[src/rtl/uart_rx_ctrl_if.sv]
// UART receive controller bus: line input, consumer acknowledge, strobes and flags.
// Latency: none; pure wiring bundle.
// Backpressure: none; data_read is the only consumer feedback.
interface uart_rx_ctrl_if;
  logic serial_in;
  logic data_read;
  logic shift_enable;
  logic load_buffer;
  logic data_ready;
  logic framing_error;
  logic overrun_error;

  // Driver/consumer side: feeds the line and acknowledges bytes.
  modport master (
    output serial_in,
    output data_read,
    input  shift_enable,
    input  load_buffer,
    input  data_ready,
    input  framing_error,
    input  overrun_error
  );

  // Controller side: watches the line and produces strobes and flags.
  modport slave (
    input  serial_in,
    input  data_read,
    output shift_enable,
    output load_buffer,
    output data_ready,
    output framing_error,
    output overrun_error
  );
endinterface

[src/rtl/uart_rx_ctrl.sv]
// UART receive controller: times start/data/stop bits and strobes an external shift register.
// Latency: load_buffer fires CLKS_PER_BIT/2 + (DATA_BITS+1)*CLKS_PER_BIT + 1 cycles after the start edge.
// Backpressure: none; an unread byte is overwritten and flagged by overrun_error.
module uart_rx_ctrl #(
  parameter int CLKS_PER_BIT = 10,
  parameter int DATA_BITS    = 8
) (
  input  logic          clk,
  input  logic          rst,
  uart_rx_ctrl_if.slave bus
);

  localparam int TW = $clog2(CLKS_PER_BIT);
  localparam int BW = $clog2(DATA_BITS + 1);

  localparam logic [TW-1:0] T_HALF = TW'(CLKS_PER_BIT / 2 - 1);
  localparam logic [TW-1:0] T_FULL = TW'(CLKS_PER_BIT - 1);
  localparam logic [BW-1:0] B_LAST = BW'(DATA_BITS - 1);

  localparam logic [2:0] IDLE  = 3'd0;
  localparam logic [2:0] START = 3'd1;
  localparam logic [2:0] DATA  = 3'd2;
  localparam logic [2:0] STOP  = 3'd3;
  localparam logic [2:0] LOAD  = 3'd4;

  logic [2:0]    state;
  logic [TW-1:0] timer;
  logic [BW-1:0] bit_cnt;
  logic          prev_in;
  logic          start_edge;
  logic          ready_flag;
  logic          frame_err;
  logic          overrun_flag;

  // Falling edge of the line, only meaningful while idle.
  assign start_edge = prev_in & ~bus.serial_in;

  // Strobes decode directly from state and timer so they can never overlap.
  assign bus.shift_enable  = (state == DATA) && (timer == T_FULL);
  assign bus.load_buffer   = (state == LOAD);
  assign bus.data_ready    = ready_flag;
  assign bus.framing_error = frame_err;
  assign bus.overrun_error = overrun_flag;

  // Frame sequencer: bit timer, bit counter and framing check.
  always_ff @(posedge clk) begin
    if (rst) begin
      state     <= IDLE;
      timer     <= '0;
      bit_cnt   <= '0;
      prev_in   <= 1'b1;
      frame_err <= 1'b0;
    end else begin
      prev_in <= bus.serial_in;
      case (state)
        IDLE: begin
          if (start_edge) begin
            state     <= START;
            timer     <= '0;
            frame_err <= 1'b0;
          end
        end
        START: begin
          if (timer == T_HALF) begin
            timer   <= '0;
            bit_cnt <= '0;
            // Line back high at mid start bit means a glitch, not a frame.
            state   <= bus.serial_in ? IDLE : DATA;
          end else begin
            timer <= timer + TW'(1);
          end
        end
        DATA: begin
          if (timer == T_FULL) begin
            timer   <= '0;
            bit_cnt <= bit_cnt + BW'(1);
            if (bit_cnt == B_LAST) begin
              state <= STOP;
            end
          end else begin
            timer <= timer + TW'(1);
          end
        end
        STOP: begin
          if (timer == T_FULL) begin
            timer <= '0;
            if (bus.serial_in) begin
              state <= LOAD;
            end else begin
              frame_err <= 1'b1;
              state     <= IDLE;
            end
          end else begin
            timer <= timer + TW'(1);
          end
        end
        LOAD: begin
          state <= IDLE;
        end
        default: begin
          state <= IDLE;
          timer <= '0;
        end
      endcase
    end
  end

  // Consumer-facing flags: a read during LOAD keeps the fresh byte valid.
  always_ff @(posedge clk) begin
    if (rst) begin
      ready_flag   <= 1'b0;
      overrun_flag <= 1'b0;
    end else if (state == LOAD) begin
      ready_flag <= 1'b1;
      if (ready_flag && !bus.data_read) begin
        overrun_flag <= 1'b1;
      end else if (bus.data_read) begin
        overrun_flag <= 1'b0;
      end
    end else if (bus.data_read) begin
      ready_flag   <= 1'b0;
      overrun_flag <= 1'b0;
    end
  end

endmodule

[src/flat_wrapper.sv]
// flat-port wrapper written by rule: the top's interface ports become plain ports
module uart_rx_ctrl_flat 
#(
  parameter int CLKS_PER_BIT = 10,
  parameter int DATA_BITS    = 8
)
  (clk, rst, bus_serial_in, bus_data_read, bus_shift_enable, bus_load_buffer, bus_data_ready, bus_framing_error, bus_overrun_error);
  uart_rx_ctrl_if bus_i ();
  input  logic clk;
  input  logic rst;
  input wire logic [$bits(bus_i.serial_in)-1:0] bus_serial_in;
  input wire logic [$bits(bus_i.data_read)-1:0] bus_data_read;
  output wire logic [$bits(bus_i.shift_enable)-1:0] bus_shift_enable;
  output wire logic [$bits(bus_i.load_buffer)-1:0] bus_load_buffer;
  output wire logic [$bits(bus_i.data_ready)-1:0] bus_data_ready;
  output wire logic [$bits(bus_i.framing_error)-1:0] bus_framing_error;
  output wire logic [$bits(bus_i.overrun_error)-1:0] bus_overrun_error;
  assign bus_i.serial_in = bus_serial_in;
  assign bus_i.data_read = bus_data_read;
  assign bus_shift_enable = bus_i.shift_enable;
  assign bus_load_buffer = bus_i.load_buffer;
  assign bus_data_ready = bus_i.data_ready;
  assign bus_framing_error = bus_i.framing_error;
  assign bus_overrun_error = bus_i.overrun_error;
  uart_rx_ctrl #(.CLKS_PER_BIT(CLKS_PER_BIT), .DATA_BITS(DATA_BITS)) u_core (.clk(clk), .rst(rst), .bus(bus_i));
endmodule
[config.mk]
export PLATFORM = sky130hd
export DESIGN_NAME = uart_rx_ctrl_flat
export DESIGN_NICKNAME = d
export VERILOG_FILES = /design/src/rtl/uart_rx_ctrl_if.sv /design/src/rtl/uart_rx_ctrl.sv /design/src/flat_wrapper.sv
export SDC_FILE = /design/constraint.sdc
export NUM_CORES = 1
export LEC_CHECK = 0
export ABC_AREA = 1
export ABC_CLOCK_PERIOD_IN_PS = 1600
export CORE_ASPECT_RATIO = 0.7
export CORE_MARGIN = 10
export CORE_UTILIZATION = 39
export CTS_BUF_LIST = sky130_fd_sc_hd__clkbuf_4
export DETAILED_ROUTE_END_ITERATION = 7
export PLACE_DENSITY = 0.63
export SLEW_MARGIN = 25
export SYNTH_ARGS = -nofsm -noshare
export SYNTH_HDL_FRONTEND = slang
export SYNTH_SLANG_ARGS = --single-unit
[constraint.sdc]
create_clock -name clk -period 1.6 [get_ports clk]
set_clock_uncertainty 0.05 [all_clocks]
set_input_delay 0.4 -clock clk [delete_from_list [all_inputs] [get_ports clk]]
set_output_delay 0.4 -clock clk [all_outputs]
set_load 0.01 [all_outputs]
==> results of run 1 <==
[routing by layer]
layer	share of wire (%)	vias up	routed length (µm)
met3	4.0	2	86
met5	0	-	0
met4	0.37	0	8
li1	-	452	-
met1	49	390	1062
met2	47	7	1008
[worst min-delay path, stage by stage (launching register included)]
cell	delay [ns]
dfxtp_1	0.32
inv_1	0.05
a211oi_1	0.07
[cells by family after synthesis]
group,share of synthesized area [%]
AND/OR/NAND/NOR,39.58
buffers and inverters,7.917
AO/OA/AOI/OAI,10.69
flip-flops,33.33
adder cells (fa/ha/maj),5.556
XOR/XNOR,2.917
[state kept, by name, summed over array words and instances, names as in the netlist]
signal / flops
u_core.timer: 4
u_core.bit_cnt: 4
u_core.bus.data_ready: 1
u_core.state: 3
u_core.bus.framing_error: 1
u_core.prev_in: 1
u_core.bus.overrun_error: 1
[worst max path at each step]
stage | start | to | slack [ns]
6_report | u_core.timer[1] | bus_shift_enable | -0.01
5_1_grt | u_core.timer[1] | bus_shift_enable | -0.08
4_1_cts | u_core.timer[1] | bus_shift_enable | -0.06
3_5_place_dp | u_core.timer[1] | bus_shift_enable | -0.19
3_3_place_gp | u_core.timer[1] | bus_shift_enable | -0.14
2_1_floorplan | u_core.timer[1] | bus_shift_enable | 0.24
[power breakdown]
| part | total, µW | internal (µW) | switching (µW) |
|---|---|---|---|
| registers | 450 | 416 | 33.9 |
| logic | 769 | 320 | 450 |
| clock network | 242 | 114 | 128 |
[timing repair]
| item | CTS | global route |
|---|---|---|
| buffers inserted | 0 | 2 |
| pin swaps | 2 | 2 |
| resized for setup | 15 | 10 |
| endpoints found under the setup margin | 5 | 4 |
| gates cloned | 0 | 0 |
[area by class of cell]
cell class,count,area [µm²],area share (%)
Multi-Input combinational cell,91,571.8,47.36
Inverter,18,67.56,5.596
Timing Repair Buffer,25,193.9,16.06
Tap cell,32,40.04,3.316
Clock buffer,4,30.03,2.487
Sequential cell,15,304.0,25.18
[cells in the final DEF (no fill, tap or decap), types with 3 or more instances in the layout]
cell type,n
nand2_1,22
buf_4,17
nor2_1,13
inv_1,12
dfxtp_1,12
nor2_2,7
inv_2,6
nand3_2,6
nand2_2,6
nand3_1,6
a21oi_1,5
a21oi_2,4
clkbuf_4,4
nor2_4,3
o21ai_1,3
xor2_1,3
ha_1,3
clkdlybuf4s50_1,3
dlygate4sd2_1,3
dfxtp_2,3
[stage by stage]
| step | hold WS, ns | instances | setup slack, ns | utilization, % | total power, µW |
|---|---|---|---|---|---|
| final | 0.4194 | 185 | -0.01278 | 55.59 | 1461 |
| after global routing | 0.4519 | 185 | -0.07662 | 55.59 | 1564 |
| after CTS | 0.4214 | 183 | -0.05806 | 53.17 | 1393 |
| after detailed placement | 0.4101 | 179 | -0.1856 | 52.02 | 1138 |
| after global placement | 0.4042 | 179 | -0.1429 | 52.02 | 1118 |
| after floorplan | 0.4101 | 125 | 0.2382 | - | 924.4 |
==> impl_metrics.toml, run 1 <==
[detailed_routing]
vias_per_cell = 4.600
vias = 851
antenna_left = 0
drtIter0Drc = 27
drc = 0
drt_wl_total_um = 2165
wire_per_inst_um = 11.70
firstDrtPassIters = 4

[critical_path]
cp-start-kind = "flip-flop"
crit_cells = 5
reg2reg_from = "u_core.timer[0]"
crit_slowest_cell = "dfxtp_2"
crit_required_ns = 1.15
r2r_setup_slack_ns = 0.14
rr_worst_depth = 9
worstSetupPathType = "reg2out"
arrival_ns = 1.16
slowest_delay_ns = 0.33
critPathCaptureType = "output pin"
critical_path.top_delay_family = "flip-flops"
worstPathMaxFanout = 2
crit_chain = "inv_2 > ha_4 > nand3_2 > nor2_2 > buf_2"
critPathBufInv = 2
r2r_end = "u_core.state[1]"

[floorplanning]
core-area_mm2 = 0.002172
dieArea_mm2 = 0.004663
dieHeight_um = 60.21
die_w_um = 77.45
start_util_pct = 41.47
row_count = 14
pin_count = 9

[yosys]
netlist_area_um2 = 900.9
synth_flop_cell = "dfxtp_1"
yosysMostFrequentCell = "nand2_1"
syn_nets = 133
synth_top_cell_by_area = "dfxtp_1"
netlist_instances = 125
seq_area_frac_synth_pct = 33.33
synth_area_per_cell_um2 = 7.207
synth_common_cells = "22 x nand2_1, 16 x nor2_1, 15 x dfxtp_1"
ys_types = 24
ys_async_sr_fraction_pct = 0
ys_seq_elements = 15
synth_area_leaders = "dfxtp_1 33%, nand2_1 9.2%, nor2_1 6.7%"
yosys_warnings = 0
netlist.area_leader.share_pct = 33.33
synth_edf_count = 0

[grt]
grt_overflow = 0
grt_max_degree = 10
grt_use_met3_pct = 4.042
grt_pass1_vias = 829
antenna_found_initial = 0
grt_pass1_wl_um = 3588
grt-busiest-layer = "met2"
gr-usage-met1_pct = 11.39
track_usage_pct = 9.528
met2_usage_pct = 15.91

[clocking]
cts_tree = "done"
cts_sinks = 15
clockBufferDepth = 2
clk_pin_slew_worst_paths_ns = 0.10
htree_levels = 1
ctsHoldBuffers = 0
cts_root_buffer = "clkbuf_4"
worstSkewPairLatency_ns = 0.29
cts_inserted_buffers = 3

[timing]
final_max_slew_viol_count = 0
finalCritPeriodShare_pct = 100.8
max_slew.worst_pin.slew_ns = 0.2090
fin_tns_setup_ns = -0.01278
rsz0062_at_grt = "true"
setup_violations = 1
fmax_mhz = 620.0
finalHoldViolCount = 0
fin_ws_ns = -0.01278
relSlewSlack_pct = 85.98
fin_crit_ns = 1.613

[final_layout]
fillers = 223
areaGrowthSynthToFinish_pct = 34.03
layout.nets = 162
design_area_mm2 = 0.001207
antenna_cells = 0
layout-drive-gt1-share_pct = 40.52

[power_and_ir_drop]
leakagePower_uw = 0.0005397
power.density_mw_per_mm2 = 1210
ir_worst_vdd_mv = 0.6107

[placement]
dp_hpwl_um = 1682
gp_congestion = 0.8480
dpl_cell_area_mm2 = 0.001130
io_buffers = 8

[hold_path]
hp-start = "u_core.bus.overrun_error"
whs_path_depth = 2
hold_path.class = "reg2reg"
holdPathEnd = "u_core.bus.overrun_error"

[outcome]
status = "complete, but fails checks"
violations = "negative setup slack"

[flow_run]
drv_cap = 0
Power figures use the tool's default switching activity.
==> inputs of run 2 (changes only) <==
--- a/config.mk
+++ b/config.mk
@@ -11,6 +11,7 @@
 export CORE_MARGIN = 10
 export CORE_UTILIZATION = 39
 export CTS_BUF_LIST = sky130_fd_sc_hd__clkbuf_4
+export CTS_CLUSTER_SIZE = 14
 export DETAILED_ROUTE_END_ITERATION = 7
 export PLACE_DENSITY = 0.63
 export SLEW_MARGIN = 25
==> results of run 2 <==
Same layout as run 1: the final DEF is identical, and so are final timing and power.
